$ cat src/rtl/fft_agu_if.sv
// Read/write-back address bus between the FFT sequencer and the butterfly/RAM datapath.
interface fft_agu_if #(
  parameter int N_LOG2 = 9
);
  logic              start;
  logic              stall;
  logic [N_LOG2-1:0] adr_a;
  logic [N_LOG2-1:0] adr_b;
  logic [N_LOG2-2:0] tw_adr;
  logic              rd_sel;
  logic [N_LOG2-1:0] wr_adr_a;
  logic [N_LOG2-1:0] wr_adr_b;
  logic              we;
  logic              busy;
  logic              done;
  logic              res_sel;

  modport master (
    input  start, stall,
    output adr_a, adr_b, tw_adr, rd_sel, wr_adr_a, wr_adr_b, we, busy, done, res_sel
  );

  modport slave (
    output start, stall,
    input  adr_a, adr_b, tw_adr, rd_sel, wr_adr_a, wr_adr_b, we, busy, done, res_sel
  );
endinterface

$ cat src/rtl/fft_agu.sv
// In-place radix-2 DIT FFT address generator: stage/butterfly sequencing, twiddle address, delayed write-back.
// Optional macro FFT_AGU_STALL_EN enables the stall input; otherwise stall is ignored.
module fft_agu #(
  parameter int N_LOG2 = 9,
  parameter int RD_LAT = 1
) (
  input logic       clk,
  input logic       reset,
  fft_agu_if.master bus
);
  localparam int SW = (N_LOG2 > 1) ? $clog2(N_LOG2) : 1;
  localparam int FW = (RD_LAT > 1) ? $clog2(RD_LAT) : 1;
  localparam logic [SW-1:0]     S_LAST = SW'(N_LOG2 - 1);
  localparam logic [N_LOG2-2:0] I_LAST = '1;
  localparam logic [FW-1:0]     F_LAST = FW'(RD_LAT - 1);

  typedef enum logic [1:0] {S_IDLE, S_RUN, S_FLUSH, S_DONE} state_t;

  state_t            state_q, state_d;
  logic [SW-1:0]     s_q, s_d;
  logic [N_LOG2-2:0] i_q, i_d;
  logic [FW-1:0]     f_q, f_d;
  logic [N_LOG2-1:0] adr_a_q, adr_a_d, adr_b_q, adr_b_d;
  logic [N_LOG2-2:0] tw_q, tw_d;
  logic              rd_sel_q, rd_sel_d;
  logic              issue;
  logic              we_pipe_q [RD_LAT];
  logic              we_pipe_d [RD_LAT];
  logic [N_LOG2-1:0] wa_pipe_q [RD_LAT];
  logic [N_LOG2-1:0] wa_pipe_d [RD_LAT];
  logic [N_LOG2-1:0] wb_pipe_q [RD_LAT];
  logic [N_LOG2-1:0] wb_pipe_d [RD_LAT];
  logic              stall_w;

`ifdef FFT_AGU_STALL_EN
  assign stall_w = bus.stall;
`else
  logic unused_stall;
  assign unused_stall = bus.stall;
  assign stall_w      = 1'b0;
`endif

  function automatic logic [N_LOG2-1:0] rotl(input logic [N_LOG2-1:0] x, input logic [SW-1:0] sh);
    logic [2*N_LOG2-1:0] dbl;
    dbl = {x, x} << sh;
    return dbl[2*N_LOG2-1:N_LOG2];
  endfunction

  // Twiddle index keeps only the top s bits of i: stage s uses 2^s distinct twiddles.
  function automatic logic [N_LOG2-2:0] tw_of(input logic [N_LOG2-2:0] i, input logic [SW-1:0] sh);
    logic [N_LOG2-2:0] mask;
    mask = I_LAST << (N_LOG2 - 1 - int'(sh));
    return i & mask;
  endfunction

  always_comb begin
    state_d = state_q;
    s_d     = s_q;
    i_d     = i_q;
    f_d     = f_q;
    issue   = 1'b0;
    if (!stall_w) begin
      case (state_q)
        S_IDLE: begin
          if (bus.start) begin
            state_d = S_RUN;
            s_d     = '0;
            i_d     = '0;
          end
        end
        S_RUN: begin
          issue = 1'b1;
          if (i_q == I_LAST) begin
            state_d = S_FLUSH;
            f_d     = '0;
          end else begin
            i_d = i_q + 1'b1;
          end
        end
        S_FLUSH: begin
          if (f_q == F_LAST) begin
            if (s_q == S_LAST) begin
              state_d = S_DONE;
            end else begin
              state_d = S_RUN;
              s_d     = s_q + 1'b1;
              i_d     = '0;
            end
          end else begin
            f_d = f_q + 1'b1;
          end
        end
        S_DONE: begin
          state_d = S_IDLE;
          s_d     = '0;
          i_d     = '0;
        end
        default: state_d = S_IDLE;
      endcase
    end

    // Read outputs are registered from next-state counters so they align with the RUN cycle.
    adr_a_d  = rotl({i_d, 1'b0}, s_d);
    adr_b_d  = rotl({i_d, 1'b1}, s_d);
    tw_d     = tw_of(i_d, s_d);
    rd_sel_d = s_d[0];

    we_pipe_d[0] = issue;
    wa_pipe_d[0] = adr_a_q;
    wb_pipe_d[0] = adr_b_q;
    for (int unsigned k = 1; k < RD_LAT; k++) begin
      we_pipe_d[k] = we_pipe_q[k-1];
      wa_pipe_d[k] = wa_pipe_q[k-1];
      wb_pipe_d[k] = wb_pipe_q[k-1];
    end
  end

  always_ff @(posedge clk) begin
    if (reset) begin
      state_q  <= S_IDLE;
      s_q      <= '0;
      i_q      <= '0;
      f_q      <= '0;
      adr_a_q  <= '0;
      adr_b_q  <= '0;
      tw_q     <= '0;
      rd_sel_q <= 1'b0;
      for (int unsigned k = 0; k < RD_LAT; k++) begin
        we_pipe_q[k] <= 1'b0;
        wa_pipe_q[k] <= '0;
        wb_pipe_q[k] <= '0;
      end
    end else begin
      state_q  <= state_d;
      s_q      <= s_d;
      i_q      <= i_d;
      f_q      <= f_d;
      adr_a_q  <= adr_a_d;
      adr_b_q  <= adr_b_d;
      tw_q     <= tw_d;
      rd_sel_q <= rd_sel_d;
      for (int unsigned k = 0; k < RD_LAT; k++) begin
        we_pipe_q[k] <= we_pipe_d[k];
        wa_pipe_q[k] <= wa_pipe_d[k];
        wb_pipe_q[k] <= wb_pipe_d[k];
      end
    end
  end

  assign bus.adr_a    = adr_a_q;
  assign bus.adr_b    = adr_b_q;
  assign bus.tw_adr   = tw_q;
  assign bus.rd_sel   = rd_sel_q;
  assign bus.wr_adr_a = wa_pipe_q[RD_LAT-1];
  assign bus.wr_adr_b = wb_pipe_q[RD_LAT-1];
  assign bus.we       = we_pipe_q[RD_LAT-1];
  assign bus.busy     = (state_q != S_IDLE);
  assign bus.done     = (state_q == S_DONE);
  assign bus.res_sel  = 1'(N_LOG2 % 2);
endmodule

$ cat src/flat_wrapper.sv
// flat-port wrapper written by rule: the top's interface ports become plain ports
module fft_agu_flat 
#(
  parameter int N_LOG2 = 9,
  parameter int RD_LAT = 1
)
  (clk, reset, bus_start, bus_stall, bus_adr_a, bus_adr_b, bus_tw_adr, bus_rd_sel, bus_wr_adr_a, bus_wr_adr_b, bus_we, bus_busy, bus_done, bus_res_sel);
  fft_agu_if #(.N_LOG2(N_LOG2)) bus_i ();
  input logic clk;
  input logic reset;
  input wire logic [$bits(bus_i.start)-1:0] bus_start;
  input wire logic [$bits(bus_i.stall)-1:0] bus_stall;
  output wire logic [$bits(bus_i.adr_a)-1:0] bus_adr_a;
  output wire logic [$bits(bus_i.adr_b)-1:0] bus_adr_b;
  output wire logic [$bits(bus_i.tw_adr)-1:0] bus_tw_adr;
  output wire logic [$bits(bus_i.rd_sel)-1:0] bus_rd_sel;
  output wire logic [$bits(bus_i.wr_adr_a)-1:0] bus_wr_adr_a;
  output wire logic [$bits(bus_i.wr_adr_b)-1:0] bus_wr_adr_b;
  output wire logic [$bits(bus_i.we)-1:0] bus_we;
  output wire logic [$bits(bus_i.busy)-1:0] bus_busy;
  output wire logic [$bits(bus_i.done)-1:0] bus_done;
  output wire logic [$bits(bus_i.res_sel)-1:0] bus_res_sel;
  assign bus_i.start = bus_start;
  assign bus_i.stall = bus_stall;
  assign bus_adr_a = bus_i.adr_a;
  assign bus_adr_b = bus_i.adr_b;
  assign bus_tw_adr = bus_i.tw_adr;
  assign bus_rd_sel = bus_i.rd_sel;
  assign bus_wr_adr_a = bus_i.wr_adr_a;
  assign bus_wr_adr_b = bus_i.wr_adr_b;
  assign bus_we = bus_i.we;
  assign bus_busy = bus_i.busy;
  assign bus_done = bus_i.done;
  assign bus_res_sel = bus_i.res_sel;
  fft_agu #(.N_LOG2(N_LOG2), .RD_LAT(RD_LAT)) u_core (.clk(clk), .reset(reset), .bus(bus_i));
endmodule
$ cat config.mk
export PLATFORM = sky130hd
export DESIGN_NAME = fft_agu_flat
export DESIGN_NICKNAME = d
export VERILOG_FILES = /design/src/rtl/fft_agu_if.sv /design/src/rtl/fft_agu.sv /design/src/flat_wrapper.sv
export SDC_FILE = /design/constraint.sdc
export NUM_CORES = 1
export LEC_CHECK = 0
export ABC_AREA = 1
export CAP_MARGIN = 15
export CORE_UTILIZATION = 56
export DETAILED_ROUTE_END_ITERATION = 8
export PLACE_DENSITY = 0.95
export SYNTH_ARGS = -nofsm -noshare
export SYNTH_HDL_FRONTEND = slang
export SYNTH_SLANG_ARGS = --single-unit
$ cat constraint.sdc
create_clock -name clk -period 4.8 [get_ports clk]
set_input_delay 0.96 -clock clk [delete_from_list [all_inputs] [get_ports clk]]
set_output_delay 0.96 -clock clk [all_outputs]
set_load 0.02 [all_outputs]
==> flow_metrics.tcl, run 1 <==
set metrics [dict create \
    status "finished clean" \
    critical-path-slowest-cell "nor2_1" \
    dpl.hpwl_mm 5.02 \
    p_leak_nw 1.71 \
    cp_cell_sequence "clkdlybuf4s50_1 -> inv_2 -> o21ai_4 -> o21ai_2 -> inv_1 -> nor2_1 -> inv_1 -> nor2_2 -> nand3_1 -> nand2_1" \
    cp_max_fo 12 \
    holdBufCountCts 0 \
    totalPowerFinal_w 0.00109 \
    post-route-util_pct 75.6 \
    min_period_ps 3030 \
    antenna_cells 0 \
    drc 0 \
    gp_congestion 0.924 \
    die_area_um2 5490 \
    firstDrtPassIters 5 \
    holdWs_ps 419 \
    stdcell_count 552 \
    final_cell_mix "nand2_1, dfxtp_1, inv_1" \
    rsz0062_at_grt "false" \
    drv_cap 0 \
    cts_root_buf "clkbuf_8" \
    coreArea_um2 4850 \
    ys.warnings.count 0 \
    routedWlPerCell_um 12.8 \
    clock_latency_ps 350 \
    clkSinkCount 59 \
    finClkSkew_ps 11.0 \
    synth_top_area_share_pct 40.5 \
    routed_via_density 5.24 \
    synth_area_leader_cell "dfxtp_1" \
    ys_types 34 \
    muxShareOfSynthArea_pct 0 \
    slew_headroom_pct 39.1 \
    dp.cells 536 \
    grt_max_degree 23 \
    grt_overflow 0 \
    synth_compound_area_share_pct 7.52 \
    syn-instance-count 431 \
    tns_ps 0 \
    multi_input_area_um2 1440 \
    postCtsSetupBuffers 0 \
    ys_seq_area_share_pct 40.5 \
    cts_tree "built" \
    synth.area.top_cells "dfxtp_1, nand2_1, nand3_1" \
    worst_path_most_repeated_cell "inv_1" \
    clkSlewWorstSetupHoldPaths_ps 80 \
    worstSetupPathType "in -> reg" \
    syn_area_per_cell_um2 6.76 \
    synthToLayoutAreaGrowth_pct 25.8 \
    synthSimpleGateAreaFrac_pct 39.0 \
    synth_edf_count 0 \
    regArea_um2 1180 \
    num_vias 2893 \
    synthAdderAreaFrac_pct 1.72 \
    drt-total-wl_mm 7.07 \
    finalMaxSlewViolations 0 \
    htree_levels 3 \
    setup_viol 0 \
    chipHeight_um 74.1 \
    startpoint_type "input port" \
    power.density_nw_per_um2 297 \
    synth_top_family_by_area "simple AND/OR/NAND/NOR gates" \
    ys_seq_elements 59 \
    clock.fmax_ghz 0.330 \
    die_w_um 74.1 \
    critical_path_required_ps 5100 \
    start_util_pct 60.1 \
    ys_async_sr_fraction_pct 0 \
    fin_nets 488 \
    cp_data_arrival_time_ps 3330 \
    syn-num-nets 439 \
    clockBufferDepth 2 \
    first_iter_violations 261 \
    hp-class "reg -> reg" \
    slowest_delay_ps 640 \
    track_usage_pct 28.5 \
    io_buffer_count 50 \
    end_kind "flop" \
    cts_resized 0 \
    synth_ff_type "dfxtp_1" \
    grt_pass1_vias 2653 \
    worst_slew_pin_slew_ps 911 \
    final_common_cell "nand2_1" \
    syn-cell-area_um2 2910 \
    antenna_found_initial 0 \
    layout-drive-gt1-share_pct 10.5 \
    finalHoldViolCount 0 \
    num_rows 25 \
    nFillCells 370 \
    ir_drop_uv 248 \
    antenna_left 0 \
    finalCritPeriodShare_pct 63.1 \
    synth_xor_area_share_pct 1.16 \
    grt_pass1_wl_mm 11.6 \
    cts_buffers 9 \
    ios 53 \
]
==> cell type report <==
cell class	count	area share (%)
inverter	59	6.15
clock inverter	7	2.73
timing repair buffer	51	13.9
tap	67	2.29
sequential	59	32.2
clock buffer	9	3.38
multi-input combinational	300	39.4
==> flip-flops by register name (all words and copies together) (netlist names) <==
register           count
u_core.wb_pipe_q       9
u_core.bus.tw_adr      8
u_core.state_q         2
u_core.bus.adr_b       9
u_core.i_q             8
u_core.we_pipe_q       1
u_core.bus.adr_a       9
u_core.s_q             4
u_core.wa_pipe_q       9
==> per-layer routing <==
| metal | share of wire [%] | vias up | track usage, % |
|---|---|---|---|
| li1 | - | 1424 | - |
| met1 | 41 | 1293 | 33.5 |
| met2 | 49 | 152 | 48.7 |
| met3 | 8.2 | 24 | 6.64 |
| met4 | 2.6 | 0 | 14.3 |
| met5 | 0 | - | 0 |
==> metrics by stage <==
stage / cell area, µm² / setup WS [ps]
3_5_place_dp: 3440 / 1500
5_1_grt: 3660 / 1540
3_3_place_gp: 3440 / 1540
2_1_floorplan: 2910 / 2470
6_report: 3660 / 1770
4_1_cts: 3660 / 1830
==> cells in the mapped netlist, types with 3 or more instances <==
cell type and number:
nand3_2 3, inv_2 6, o21ai_1 5, nand2_1 158
nor2_4 3, nand4_1 4, dfxtp_1 59, inv_1 51
buf_2 6, clkbuf_1 4, nand3_1 39, nand2_2 4
nor2_1 44, ha_1 4, o21ai_2 4, o21ai_0 12
==> worst max-delay path: cells and delay by family <==
kind / cells / cell delay [ps]
simple gates: 4 / 1070
buf+inv: 4 / 830
compound gates: 2 / 460
==> worst paths after layout <==
kind | start | end | slack, ps | cells past startpoint
setup reg to reg | u_core.s_q[0]$_SDFF_PP0_ | u_core.bus.tw_adr[7]$_SDFF_PP0_ | 2300 | 11
hold reg to reg | u_core.bus.adr_b[5]$_SDFF_PP0_ | u_core.wb_pipe_q[0][5]$_SDFF_PP0_ | 420 | 2
setup / recovery | bus_start | u_core.bus.adr_a[0]$_SDFF_PP0_ | 1770 | 10
hold / removal | u_core.bus.adr_b[5]$_SDFF_PP0_ | u_core.wb_pipe_q[0][5]$_SDFF_PP0_ | 420 | 2
==> report_power, final <==
part | leakage, nW | switching (W) | internal (W)
clock | 0.114 | 0.000214 | 0.000295
sequential | 0.477 | 0.00000576 | 0.000497
combinational | 1.12 | 0.0000491 | 0.0000253
==> cells by family (layout without fill, tap and decap cells) <==
group / Yosys count / count (layout)
adder cells (fa/ha/maj): 4 / 4
XOR/XNOR: 3 / 3
AND/OR/NAND/NOR: 263 / 263
flip-flops: 59 / 59
AO/OA/AOI/OAI: 29 / 29
buffers and inverters: 72 / 126
other: 1 / 1
(Power assumes the default switching activity.)
==> inputs of run 2 (changes only) <==
--- a/config.mk
+++ b/config.mk
@@ -7,9 +7,9 @@
 export LEC_CHECK = 0
 export ABC_AREA = 1
 export CAP_MARGIN = 15
-export CORE_UTILIZATION = 56
+export CORE_UTILIZATION = 47
 export DETAILED_ROUTE_END_ITERATION = 8
-export PLACE_DENSITY = 0.95
+export PLACE_DENSITY = 0.87
 export SYNTH_ARGS = -nofsm -noshare
 export SYNTH_HDL_FRONTEND = slang
 export SYNTH_SLANG_ARGS = --single-unit
==> constraint.sdc (replaced) <==
create_clock -name clk -period 2.5 [get_ports clk]
set_input_delay 0.5 -clock clk [delete_from_list [all_inputs] [get_ports clk]]
set_output_delay 0.5 -clock clk [all_outputs]
set_load 0.02 [all_outputs]
==> run 2 against run 1 <==
  * Clock power grew 93%
  * Register-to-register slack lost 2000 ps
  * Largest cell class unchanged
  * Power grew 93%
  * Critical path type unchanged
  * Sequential share of layout area shrank 0.67 points
  * Worst setup slack lost 1600 ps
  * Non-clock buffer count grew 9
  * First-iteration DRC count shrank 36%
  * Die area grew 19%
==> flow_metrics.tcl, run 2 (synthesized netlist as in run 1, its figures left out) <==
set metrics [dict create \
    status "finished clean" \
    nFillCells 527 \
    clkSinkCount 59 \
    synthToLayoutAreaGrowth_pct 28.5 \
    startpoint_type "input port" \
    clockBufferDepth 2 \
    critical_path_required_ps 2780 \
    chipHeight_um 80.7 \
    die_w_um 80.7 \
    holdBufCountCts 0 \
    clock.fmax_ghz 0.434 \
    cts_resized 0 \
    finalMaxSlewViolations 0 \
    clock_latency_ps 350 \
    drt-total-wl_mm 7.23 \
    drc 0 \
    clkSlewWorstSetupHoldPaths_ps 70 \
    drv_cap 0 \
    routed_via_density 5.11 \
    min_period_ps 2300 \
    cp_data_arrival_time_ps 2590 \
    cts_root_buf "clkbuf_8" \
    antenna_found_initial 0 \
    finalHoldViolCount 0 \
    finalCritPeriodShare_pct 92.1 \
    postCtsSetupBuffers 0 \
    first_iter_violations 168 \
    fin_nets 497 \
    num_rows 28 \
    grt_pass1_wl_mm 11.6 \
    htree_levels 3 \
    slew_headroom_pct 38.4 \
    final_cell_mix "nand2_1, dfxtp_1, inv_1" \
    antenna_cells 0 \
    worst_slew_pin_slew_ps 920 \
    ios 53 \
    start_util_pct 48.9 \
    hp-class "reg -> reg" \
    cts_tree "built" \
    grt_pass1_vias 2616 \
    grt_overflow 0 \
    num_vias 2907 \
    layout-drive-gt1-share_pct 12.1 \
    firstDrtPassIters 6 \
    rsz0062_at_grt "false" \
    post-route-util_pct 62.8 \
    die_area_um2 6520 \
    io_buffer_count 50 \
    cts_buffers 9 \
    ir_drop_uv 535 \
    tns_ps 0 \
    cp_max_fo 15 \
    dpl.hpwl_mm 5.32 \
    grt_max_degree 30 \
    end_kind "flop" \
    coreArea_um2 5960 \
    track_usage_pct 23.8 \
    final_common_cell "nand2_1" \
    finClkSkew_ps 12.7 \
    gp_congestion 0.953 \
    setup_viol 0 \
    routedWlPerCell_um 12.7 \
    worstSetupPathType "in -> reg" \
    power.density_nw_per_um2 559 \
    p_leak_nw 1.76 \
    antenna_left 0 \
]
[run 2: changes by cell type in the layout (fill, tap and decap cells not counted), sizes merged]
cell and delta:
buf +9
[run 2: routing by layer]
| layer | GRT usage [%] | part of all wire, % | wire length [µm] |
|---|---|---|---|
| met1 | 29.2 | 44 | 3210 |
| met2 | 38.6 | 48 | 3470 |
| met3 | 7.39 | 6.0 | 431 |
| met4 | 9.46 | 1.7 | 121 |
| met5 | 0 | 0 | 0 |
[run 2: final timing paths]
check	startpoint	to	slack (ps)	cells after the start
max reg2reg	u_core.s_q[0]$_SDFF_PP0_	u_core.bus.adr_b[4]$_SDFF_PP0_	320	14
min reg2reg	u_core.bus.adr_a[5]$_SDFF_PP0_	u_core.wa_pipe_q[0][5]$_SDFF_PP0_	420	2
min	u_core.bus.adr_a[5]$_SDFF_PP0_	u_core.wa_pipe_q[0][5]$_SDFF_PP0_	420	2
max	bus_start	u_core.bus.adr_a[8]$_SDFF_PP0_	200	7
[run 2: worst max-delay path, cell delays in order]
cell             delay [ps]
clkdlybuf4s50_1         530
inv_2                    60
o21ai_4                 210
o21ai_2                 120
nor2_1                  710
nand3_1                 300
nand2_1                 150
[run 2: layout make-up]
type                    count  area, µm²  area share, %
clock inverters             7        100           2.67
flip-flops and latches     59       1180           31.6
multi-input cells         300       1440           38.5
inverters                  59        225           6.02
well taps                  75       93.8           2.51
clock buffers               9        124           3.31
repair buffers             60        576           15.4
[run 2: power by group]
group | switching (W) | total (W) | internal [W]
Combinational | 0.0000956 | 0.000146 | 0.0000501
Clock | 0.000414 | 0.000981 | 0.000567
Sequential | 0.0000115 | 0.000966 | 0.000955
Total | 0.000521 | 0.00209 | 0.00157
[run 2: through the flow]
stage / hold slack (ps) / total power, W / area [µm²] / setup slack [ps] / instances
global route: 441 / 0.00217 / 3740 / 54.0 / 569
floorplan: 500 / 0.00108 / 2910 / 313 / 431
CTS: 425 / 0.00210 / 3740 / 241 / 569
finish: 416 / 0.00209 / 3740 / 196 / 569
global placement: 409 / 0.00113 / 3520 / -36.1 / 553
detailed placement: 416 / 0.00113 / 3520 / -61.1 / 553
